## config.mk

```make
export PLATFORM = sky130hd
export DESIGN_NAME = fpu_issue_ctrl_flat
export DESIGN_NICKNAME = d
export VERILOG_FILES = /design/src/rtl/fpu_issue_ctrl_if.sv /design/src/rtl/fpu_issue_ctrl.sv /design/src/flat_wrapper.sv
export SDC_FILE = /design/constraint.sdc
export NUM_CORES = 1
export LEC_CHECK = 0
export ABC_AREA = 1
export CAP_MARGIN = 40
export CORE_ASPECT_RATIO = 1.25
export CORE_MARGIN = 10
export CORE_UTILIZATION = 37
export CTS_CLUSTER_SIZE = 16
export DETAILED_ROUTE_END_ITERATION = 6
export PLACE_DENSITY = 0.76
export SLEW_MARGIN = 20
export SYNTH_ARGS = -nofsm -noshare
export SYNTH_HDL_FRONTEND = slang
export SYNTH_SLANG_ARGS = --single-unit
```

## constraint.sdc

```tcl
create_clock -name clk -period 1.61 [get_ports clk]
set_input_delay 0.322 -clock clk [delete_from_list [all_inputs] [get_ports clk]]
set_output_delay 0.322 -clock clk [all_outputs]
set_load 0.005 [all_outputs]
```

## src/rtl/fpu_issue_ctrl_if.sv

```systemverilog
// Request, FPU launch/result and response signals of the FPU issue controller.
// slave = controller view, master = requester/FPU environment view.
interface fpu_issue_ctrl_if;
  logic        req_valid;
  logic        req_ready;
  logic [1:0]  req_format;
  logic [1:0]  req_operation;
  logic [31:0] req_a;
  logic [31:0] req_b;
  logic [31:0] req_c;

  logic [1:0]  fpu_format;
  logic [1:0]  fpu_operation;
  logic [31:0] fpu_a;
  logic [31:0] fpu_b;
  logic [31:0] fpu_c;
  logic        fpu_start;
  logic [31:0] fpu_output;
  logic [3:0]  fpu_flags;
  logic        fpu_ready;

  logic        rsp_valid;
  logic        rsp_ready;
  logic [31:0] rsp_result;
  logic [3:0]  rsp_flags;
  logic        rsp_error;

  modport slave (
    input  req_valid, req_format, req_operation, req_a, req_b, req_c,
    input  fpu_output, fpu_flags, fpu_ready, rsp_ready,
    output req_ready, fpu_format, fpu_operation, fpu_a, fpu_b, fpu_c, fpu_start,
    output rsp_valid, rsp_result, rsp_flags, rsp_error
  );

  modport master (
    output req_valid, req_format, req_operation, req_a, req_b, req_c,
    output fpu_output, fpu_flags, fpu_ready, rsp_ready,
    input  req_ready, fpu_format, fpu_operation, fpu_a, fpu_b, fpu_c, fpu_start,
    input  rsp_valid, rsp_result, rsp_flags, rsp_error
  );
endinterface

```

## src/rtl/fpu_issue_ctrl.sv

```systemverilog
// Issues one FPU operation at a time, waits for the result (with timeout) and returns a response.
// Latency: accept->rsp_valid 3 cycles minimum; illegal format responds 1 cycle after accept.
// Backpressure: req_ready only in IDLE; response held stable until rsp_ready.
module fpu_issue_ctrl #(
  parameter int TIMEOUT_CYCLES = 64
) (
  input  logic       clk,
  input  logic       rst_n,
  fpu_issue_ctrl_if.slave bus,
  input  logic       clr_sticky,
  output logic [3:0] sticky_flags,
  output logic       busy
);

  typedef enum logic [1:0] {IDLE, ISSUE, WAIT, RESP} state_t;

  typedef struct packed {
    logic [1:0]  fmt;
    logic [1:0]  op;
    logic [31:0] a;
    logic [31:0] b;
    logic [31:0] c;
  } op_t;

  localparam logic [7:0] TMO_LAST = 8'(TIMEOUT_CYCLES - 1);

  state_t      state;
  state_t      state_nxt;
  op_t         op_q;
  logic [7:0]  wait_cnt;
  logic [31:0] rsp_result_q;
  logic [3:0]  rsp_flags_q;
  logic        rsp_error_q;
  logic [3:0]  sticky_q;

  logic        accept;
  logic        illegal;
  logic        capture;
  logic        timeout;

  always_ff @(posedge clk or negedge rst_n) begin
    if (!rst_n) begin
      state <= IDLE;
    end else begin
      state <= state_nxt;
    end
  end

  always_comb begin
    state_nxt = state;
    accept    = 1'b0;
    illegal   = 1'b0;
    capture   = 1'b0;
    timeout   = 1'b0;
    case (state)
      IDLE: begin
        if (bus.req_valid) begin
          accept    = 1'b1;
          illegal   = (bus.req_format == 2'b11);
          state_nxt = illegal ? RESP : ISSUE;
        end
      end
      ISSUE: state_nxt = WAIT;
      WAIT: begin
        // A result arriving on the final wait cycle wins over the timeout.
        if (bus.fpu_ready) begin
          capture   = 1'b1;
          state_nxt = RESP;
        end else if (wait_cnt == TMO_LAST) begin
          timeout   = 1'b1;
          state_nxt = RESP;
        end
      end
      RESP: begin
        if (bus.rsp_ready) begin
          state_nxt = IDLE;
        end
      end
      default: state_nxt = IDLE;
    endcase
  end

  always_ff @(posedge clk or negedge rst_n) begin
    if (!rst_n) begin
      op_q <= '0;
    end else if (accept) begin
      op_q <= {bus.req_format, bus.req_operation, bus.req_a, bus.req_b, bus.req_c};
    end
  end

  always_ff @(posedge clk or negedge rst_n) begin
    if (!rst_n) begin
      wait_cnt <= 8'd0;
    end else if (state == ISSUE) begin
      wait_cnt <= 8'd0;
    end else if ((state == WAIT) && !bus.fpu_ready) begin
      wait_cnt <= wait_cnt + 8'd1;
    end
  end

  always_ff @(posedge clk or negedge rst_n) begin
    if (!rst_n) begin
      rsp_result_q <= 32'd0;
      rsp_flags_q  <= 4'd0;
      rsp_error_q  <= 1'b0;
    end else if (capture) begin
      rsp_result_q <= bus.fpu_output;
      rsp_flags_q  <= bus.fpu_flags;
      rsp_error_q  <= 1'b0;
    end else if (timeout || (accept && illegal)) begin
      rsp_result_q <= 32'd0;
      rsp_flags_q  <= 4'd0;
      rsp_error_q  <= 1'b1;
    end
  end

  // Clear and capture in the same cycle restarts accumulation from the new flags.
  always_ff @(posedge clk or negedge rst_n) begin
    if (!rst_n) begin
      sticky_q <= 4'd0;
    end else if (capture) begin
      sticky_q <= clr_sticky ? bus.fpu_flags : (sticky_q | bus.fpu_flags);
    end else if (clr_sticky) begin
      sticky_q <= 4'd0;
    end
  end

  assign bus.req_ready     = (state == IDLE);
  assign bus.fpu_start     = (state == ISSUE);
  assign bus.fpu_format    = op_q.fmt;
  assign bus.fpu_operation = op_q.op;
  assign bus.fpu_a         = op_q.a;
  assign bus.fpu_b         = op_q.b;
  assign bus.fpu_c         = op_q.c;
  assign bus.rsp_valid     = (state == RESP);
  assign bus.rsp_result    = rsp_result_q;
  assign bus.rsp_flags     = rsp_flags_q;
  assign bus.rsp_error     = rsp_error_q;
  assign sticky_flags      = sticky_q;
  assign busy              = (state != IDLE);

endmodule

```

## src/flat_wrapper.sv

```systemverilog
// flat-port wrapper written by rule: the top's interface ports become plain ports
module fpu_issue_ctrl_flat 
#(
  parameter int TIMEOUT_CYCLES = 64
)
  (clk, rst_n, clr_sticky, sticky_flags, busy, bus_req_valid, bus_req_format, bus_req_operation, bus_req_a, bus_req_b, bus_req_c, bus_fpu_output, bus_fpu_flags, bus_fpu_ready, bus_rsp_ready, bus_req_ready, bus_fpu_format, bus_fpu_operation, bus_fpu_a, bus_fpu_b, bus_fpu_c, bus_fpu_start, bus_rsp_valid, bus_rsp_result, bus_rsp_flags, bus_rsp_error);
  fpu_issue_ctrl_if bus_i ();
  input  logic clk;
  input  logic rst_n;
  input  logic clr_sticky;
  output logic [3:0] sticky_flags;
  output logic busy;
  input wire logic [$bits(bus_i.req_valid)-1:0] bus_req_valid;
  input wire logic [$bits(bus_i.req_format)-1:0] bus_req_format;
  input wire logic [$bits(bus_i.req_operation)-1:0] bus_req_operation;
  input wire logic [$bits(bus_i.req_a)-1:0] bus_req_a;
  input wire logic [$bits(bus_i.req_b)-1:0] bus_req_b;
  input wire logic [$bits(bus_i.req_c)-1:0] bus_req_c;
  input wire logic [$bits(bus_i.fpu_output)-1:0] bus_fpu_output;
  input wire logic [$bits(bus_i.fpu_flags)-1:0] bus_fpu_flags;
  input wire logic [$bits(bus_i.fpu_ready)-1:0] bus_fpu_ready;
  input wire logic [$bits(bus_i.rsp_ready)-1:0] bus_rsp_ready;
  output wire logic [$bits(bus_i.req_ready)-1:0] bus_req_ready;
  output wire logic [$bits(bus_i.fpu_format)-1:0] bus_fpu_format;
  output wire logic [$bits(bus_i.fpu_operation)-1:0] bus_fpu_operation;
  output wire logic [$bits(bus_i.fpu_a)-1:0] bus_fpu_a;
  output wire logic [$bits(bus_i.fpu_b)-1:0] bus_fpu_b;
  output wire logic [$bits(bus_i.fpu_c)-1:0] bus_fpu_c;
  output wire logic [$bits(bus_i.fpu_start)-1:0] bus_fpu_start;
  output wire logic [$bits(bus_i.rsp_valid)-1:0] bus_rsp_valid;
  output wire logic [$bits(bus_i.rsp_result)-1:0] bus_rsp_result;
  output wire logic [$bits(bus_i.rsp_flags)-1:0] bus_rsp_flags;
  output wire logic [$bits(bus_i.rsp_error)-1:0] bus_rsp_error;
  assign bus_i.req_valid = bus_req_valid;
  assign bus_i.req_format = bus_req_format;
  assign bus_i.req_operation = bus_req_operation;
  assign bus_i.req_a = bus_req_a;
  assign bus_i.req_b = bus_req_b;
  assign bus_i.req_c = bus_req_c;
  assign bus_i.fpu_output = bus_fpu_output;
  assign bus_i.fpu_flags = bus_fpu_flags;
  assign bus_i.fpu_ready = bus_fpu_ready;
  assign bus_i.rsp_ready = bus_rsp_ready;
  assign bus_req_ready = bus_i.req_ready;
  assign bus_fpu_format = bus_i.fpu_format;
  assign bus_fpu_operation = bus_i.fpu_operation;
  assign bus_fpu_a = bus_i.fpu_a;
  assign bus_fpu_b = bus_i.fpu_b;
  assign bus_fpu_c = bus_i.fpu_c;
  assign bus_fpu_start = bus_i.fpu_start;
  assign bus_rsp_valid = bus_i.rsp_valid;
  assign bus_rsp_result = bus_i.rsp_result;
  assign bus_rsp_flags = bus_i.rsp_flags;
  assign bus_rsp_error = bus_i.rsp_error;
  fpu_issue_ctrl #(.TIMEOUT_CYCLES(TIMEOUT_CYCLES)) u_core (.clk(clk), .rst_n(rst_n), .bus(bus_i), .clr_sticky(clr_sticky), .sticky_flags(sticky_flags), .busy(busy));
endmodule
```

# [Word level (Yosys, flattened, before mapping)]
# Cells that the tools add are included.
[totals] in_bits=142 ff_bits=151
[op_classes] n_reduce_logical=10 n_bitwise=1 addsub=1 n_eq_ne=8 mux=26
[op_table] op="32-bit 2-to-1 mux" n=2
[op_table] op="4-bit 2-to-1 mux" n=5
[op_table] op="8-bit 2-to-1 mux" n=2
[op_table] op="1-bit 2-to-1 mux" n=11
[op_table] op="2-bit 2-to-1 mux" n=5
[op_table] op="8-bit by 1-bit adder with 8-bit output, second input constant" n=1
[op_table] op="8-bit by 6-bit equality test with 1-bit output, second input constant" n=1
[op_table] op="2-bit one-hot mux with 4 select lines" n=1
[op_table] op="2-bit nonzero test" n=4
[op_table] op="2-bit equality test, second input constant" n=3
[op_table] op="2-bit inequality test, second input constant" n=2
[op_table] op="4-bit OR" n=1
[op_table] op="3-bit by 2-bit inequality test with 1-bit output, second input constant" n=1
[op_table] op="3-bit AND reduction" n=1
[op_table] op="2-bit by 1-bit equality test with 1-bit output, second input constant" n=1
[op_table] op="1-bit logical AND" n=2
[op_table] op="2-bit logical NOT" n=1
[op_table] op="1-bit logical NOT" n=1
[op_table] op="1-bit logical OR" n=1

# [Logic depth before layout (Yosys ltp)]
[logic_depth] word_depth=7 depth_mapped=8 depth_no_buf=8

# [Worst setup path after synthesis]
# Ideal clock, no wire load.
[synth_path] kind="register to register" from="register u_core.state[0]" to="register u_core.op_q (netlist bit u_core.bus.fpu_a[0])" arrival_time_ps=1422 required_ps=1483 path_buffers=2 setup_ps=127 synth_period_minus_slack_ps=1550 setup_slack_ps=60 stages_incl_launch_ff=7 path_cell_list="dfrtp_1 -> inv_1 -> ha_1 -> nand2_1 -> buf_4 -> buf_6 -> mux2_1"
[synth_via] elab_chain_cells=2
[synth_lines] item="start: declaration" line_no="fpu_issue_ctrl.sv:27" source="state_t state;"
[synth_lines] item="start signal: assignment" line_no="fpu_issue_ctrl.sv:45" source="state <= state_nxt;"
[synth_lines] item="2-bit logical NOT"
[synth_lines] item="named net bus_req_ready" line_no="flat_wrapper.sv:23" source="output wire logic [$bits(bus_i.req_ready)-1:0] bus_req_ready;"
[synth_lines] item="1-bit 2-to-1 mux" line_no="fpu_issue_ctrl.sv:55" source="case (state)"
[synth_lines] item="end signal: assignment" line_no="fpu_issue_ctrl.sv:87" source="op_q <= {bus.req_format, bus.req_operation, bus.req_a, bus.req_b, bus.req_c};"
[synth_lines] item="end: declaration" line_no="fpu_issue_ctrl.sv:29" source="op_t op_q;"
# The timed path passes the listed nets, and every way through them passes these cells.
# A chain may end at the register's enable or synchronous reset.

# [Final worst setup path]
[layout_path] from="register u_core.state[1]" to="output bus_rsp_valid"
[layout_via] elab_chain_cells=1
[layout_lines] item="2-bit equality test" line_no="fpu_issue_ctrl.sv:135" source="assign bus.rsp_valid = (state == RESP);"
[layout_lines] item="end: declaration" line_no="flat_wrapper.sv:30" source="output wire logic [$bits(bus_i.rsp_valid)-1:0] bus_rsp_valid;"
# Every way passes these cells.

==> impl_metrics.env <==
export IMPL_status="complete, but fails checks"
export IMPL_violations="setup timing"
export IMPL_peakVddDrop_v=0.000856
export IMPL_antenna_found_initial=2
export IMPL_track_usage=0.171
export IMPL_tightest_slew_ns=0.399
export IMPL_preCtsSetupSlack_ns=-0.214
export IMPL_avgViaCountPerCell=4.73
export IMPL_die_h_um=164
export IMPL_start_kind="flip-flop"
export IMPL_cts_made_buffers=17
export IMPL_placed_area_um2=9380
export IMPL_fin_ws_ns=-0.0461
export IMPL_crit_type="reg -> out"
export IMPL_rows=52
export IMPL_reg2reg_depth=10
export IMPL_register_area_um2=3780
export IMPL_area_growth_pct=67.9
export IMPL_timing_fmax_mhz=604
export IMPL_powerDensity_nw_per_um2=1730
export IMPL_fin_skew_ns=0.00625
export IMPL_finalWirelength_um=20000
export IMPL_pin_count=287
export IMPL_final_max_slew_violation_count=0
export IMPL_die_area_um2=22200
export IMPL_yosysMostFrequentCell="dfrtp_1"
export IMPL_die_w_um=135
export IMPL_yosysUniqueCellTypes=24
export IMPL_maxCapViolations=0
export IMPL_place_congestion=0.818
export IMPL_p_sw_frac=0.314
export IMPL_synth_area_um2=6140
export IMPL_yosysWarnings=0
export IMPL_finalCritPeriodShare=1.03
export IMPL_grt_pass1_vias=5301
export IMPL_h_tree_depth=4
export IMPL_grt_max_degree=44
export IMPL_gr_total_overflow=0
export IMPL_worstPathRequired_ns=1.29
export IMPL_p_sw_mw=5.61
export IMPL_grt_pass1_wl_um=29600
export IMPL_drtIter0Drc=179
export IMPL_multi_input_area_um2=2250
export IMPL_clock_sinks=151
export IMPL_final_core_util=0.634
export IMPL_cts_max_path_buffers=2
export IMPL_fin_crit_ns=1.66
export IMPL_hold_viol=0
export IMPL_synth_nets=615
export IMPL_drc=0
export IMPL_portBuffers=286
export IMPL_power_leakage_nw=5.02
export IMPL_tns_ns=-0.0484
export IMPL_slew_limit_headroom=0.734
export IMPL_core_um2=16300
export IMPL_drive_gt1_frac=0.170
export IMPL_nFillCells=1293
export IMPL_synth_avg_cell_area_um2=13.1
export IMPL_rsz0062_at_grt="yes"
export IMPL_seq_area_frac_synth=0.616
export IMPL_wl_per_cell_um=19.4
export IMPL_fin_nets=948
export IMPL_synth_top_area_frac=0.616
export IMPL_final_cell_area_um2=10300
export IMPL_synth_cells=467
export IMPL_synth_area_top_cells="dfrtp_1 62%, mux2_1 18%, nand2_1 5.1%"
export IMPL_async_flop_share=1.00
export IMPL_ys_ff_latch=151
export IMPL_pwr_share_comb=0.398
export IMPL_power_frac_seq=0.365
export IMPL_start_util=0.377
export IMPL_synth_main_ff_cell="dfrtp_1"
export IMPL_clk_latency_ns=0.41
export IMPL_synth_edf_count=0
export IMPL_ant_nets=0
export IMPL_clkPwrFrac=0.237
export IMPL_synthTopCellsByCount="151 x dfrtp_1, 100 x mux2_1, 83 x nand2_1, 26 x nand3_1, 20 x nand3_2"
export IMPL_clkTransAtPathRegs_ns=0.06
export IMPL_dr_total_vias=4874
export IMPL_p_int_mw=12.2
export IMPL_drt_pass1_iterations=4
export IMPL_arrival_ns=1.33
export IMPL_hpwl_um=15300
export IMPL_setup_viol=2
export IMPL_cts_tree="yes"
export IMPL_hold_path_class="in -> async"
export IMPL_root_buffer="clkbuf_16"
export IMPL_endpoint_kind="primary output"
export IMPL_cp_max_fo=2
export IMPL_synth_top_cell_by_area="dfrtp_1"
[path summary, 6_finish.rpt]
path	start	slack, ns	endpoint
min in group clk	bus_fpu_output[29]	0.44	u_core.bus.rsp_result[29]$_DFFE_PN0P_
setup / recovery	u_core.state[1]$_DFFE_PN0P_	-0.05	bus_rsp_valid
hold / removal	rst_n	0.39	u_core.bus.fpu_a[12]$_DFFE_PN0P_
hold reg to reg	u_core.bus.fpu_b[29]$_DFFE_PN0P_	0.48	u_core.bus.fpu_b[29]$_DFFE_PN0P_
max in group asynchronous	rst_n	0.66	u_core.bus.fpu_a[5]$_DFFE_PN0P_
setup reg to reg	u_core.state[0]$_DFFE_PN0P_	0	u_core.bus.rsp_result[14]$_DFFE_PN0P_
[layer usage]
metal  track usage  part of all wire  vias up
li1              -                 -     2247
met1         0.175              0.36     2410
met2         0.313              0.55      197
met3        0.0578             0.074       20
met4        0.0662             0.014        0
met5             0                 0        -
[what timing repair did]
item | in CTS | in global routing
setup buffers | 9 | 3
hold buffers | 1 | 0
pin swaps | 4 | 9
cloned | 1 | 4
gates resized for setup | 147 | 61
hold endpoints to repair | 33 | 0
endpoints found under the setup margin | 252 | 67
[power groups by stage]
stage,combinational [mW],sequential (mW),clock (mW)
3_5_place_dp,7.81,6.63,0
4_1_cts,7.15,6.51,4.31
5_1_grt,7.74,6.76,4.50
6_report,7.11,6.52,4.23
2_1_floorplan,2.58,6.66,0
3_3_place_gp,7.54,6.50,0
[placed cells by master (no fill, tap or decap), drive strengths merged]
master,count
nor3b,1
inv,23
xor2,1
a21oi,8
bufinv,4
nor2,15
dlygate4sd3,1
nand3,47
dfrtp,151
dlygate4sd2,119
clkinv,3
buf,48
clkdlybuf4s50,140
or2,1
clkbuf,22
nor3,1
o21ai,6
ha,6
diode,2
nand2,85
mux2,100
o22ai,5
dlymetal6s2s,22
clkinvlp,4
[registers in the layout (all words and copies together), names as in the netlist]
register and cells:
u_core.bus.fpu_a 32, u_core.bus.fpu_b 32, u_core.bus.fpu_c 32, u_core.bus.rsp_result 32, u_core.wait_cnt 8, u_core.bus.rsp_flags 4
u_core.sticky_flags 4, u_core.bus.fpu_format 2, u_core.bus.fpu_operation 2, u_core.state 2, u_core.bus.rsp_error 1
[layout make-up]
type / instances / area share
sequential: 151 / 0.367
tap: 216 / 0.0262
timing repair buffer: 333 / 0.319
multi-input combinational: 276 / 0.218
antenna: 2 / 0.000486
clock inverter: 13 / 0.0191
inverter: 21 / 0.00826
clock buffer: 19 / 0.0420
[kinds of logic after synthesis]
| kind of cell | synth area share |
|---|---|
| compound gates | 0.0171 |
| xor+xnor | 0.00143 |
| fa+ha+maj | 0.0122 |
| buf+inv | 0.0452 |
| flops | 0.616 |
| mux | 0.183 |
| simple gates | 0.125 |
[metrics by stage]
step | cells | power (mW) | hold slack (ns)
floorplan | 467 | 9.24 | 0.0264
global placement | 979 | 14.0 | 0.252
detailed placement | 979 | 14.4 | 0.254
CTS | 1022 | 18.0 | 0.379
global route | 1031 | 19.0 | 0.406
finish | 1031 | 17.9 | 0.388
[critical path, cell delays in order (launching register included)]
cell     delay (ns)
dfrtp_1        0.41
buf_6          0.14
buf_6          0.11
ha_4           0.15
buf_6          0.11
(Power assumes the default switching activity.)
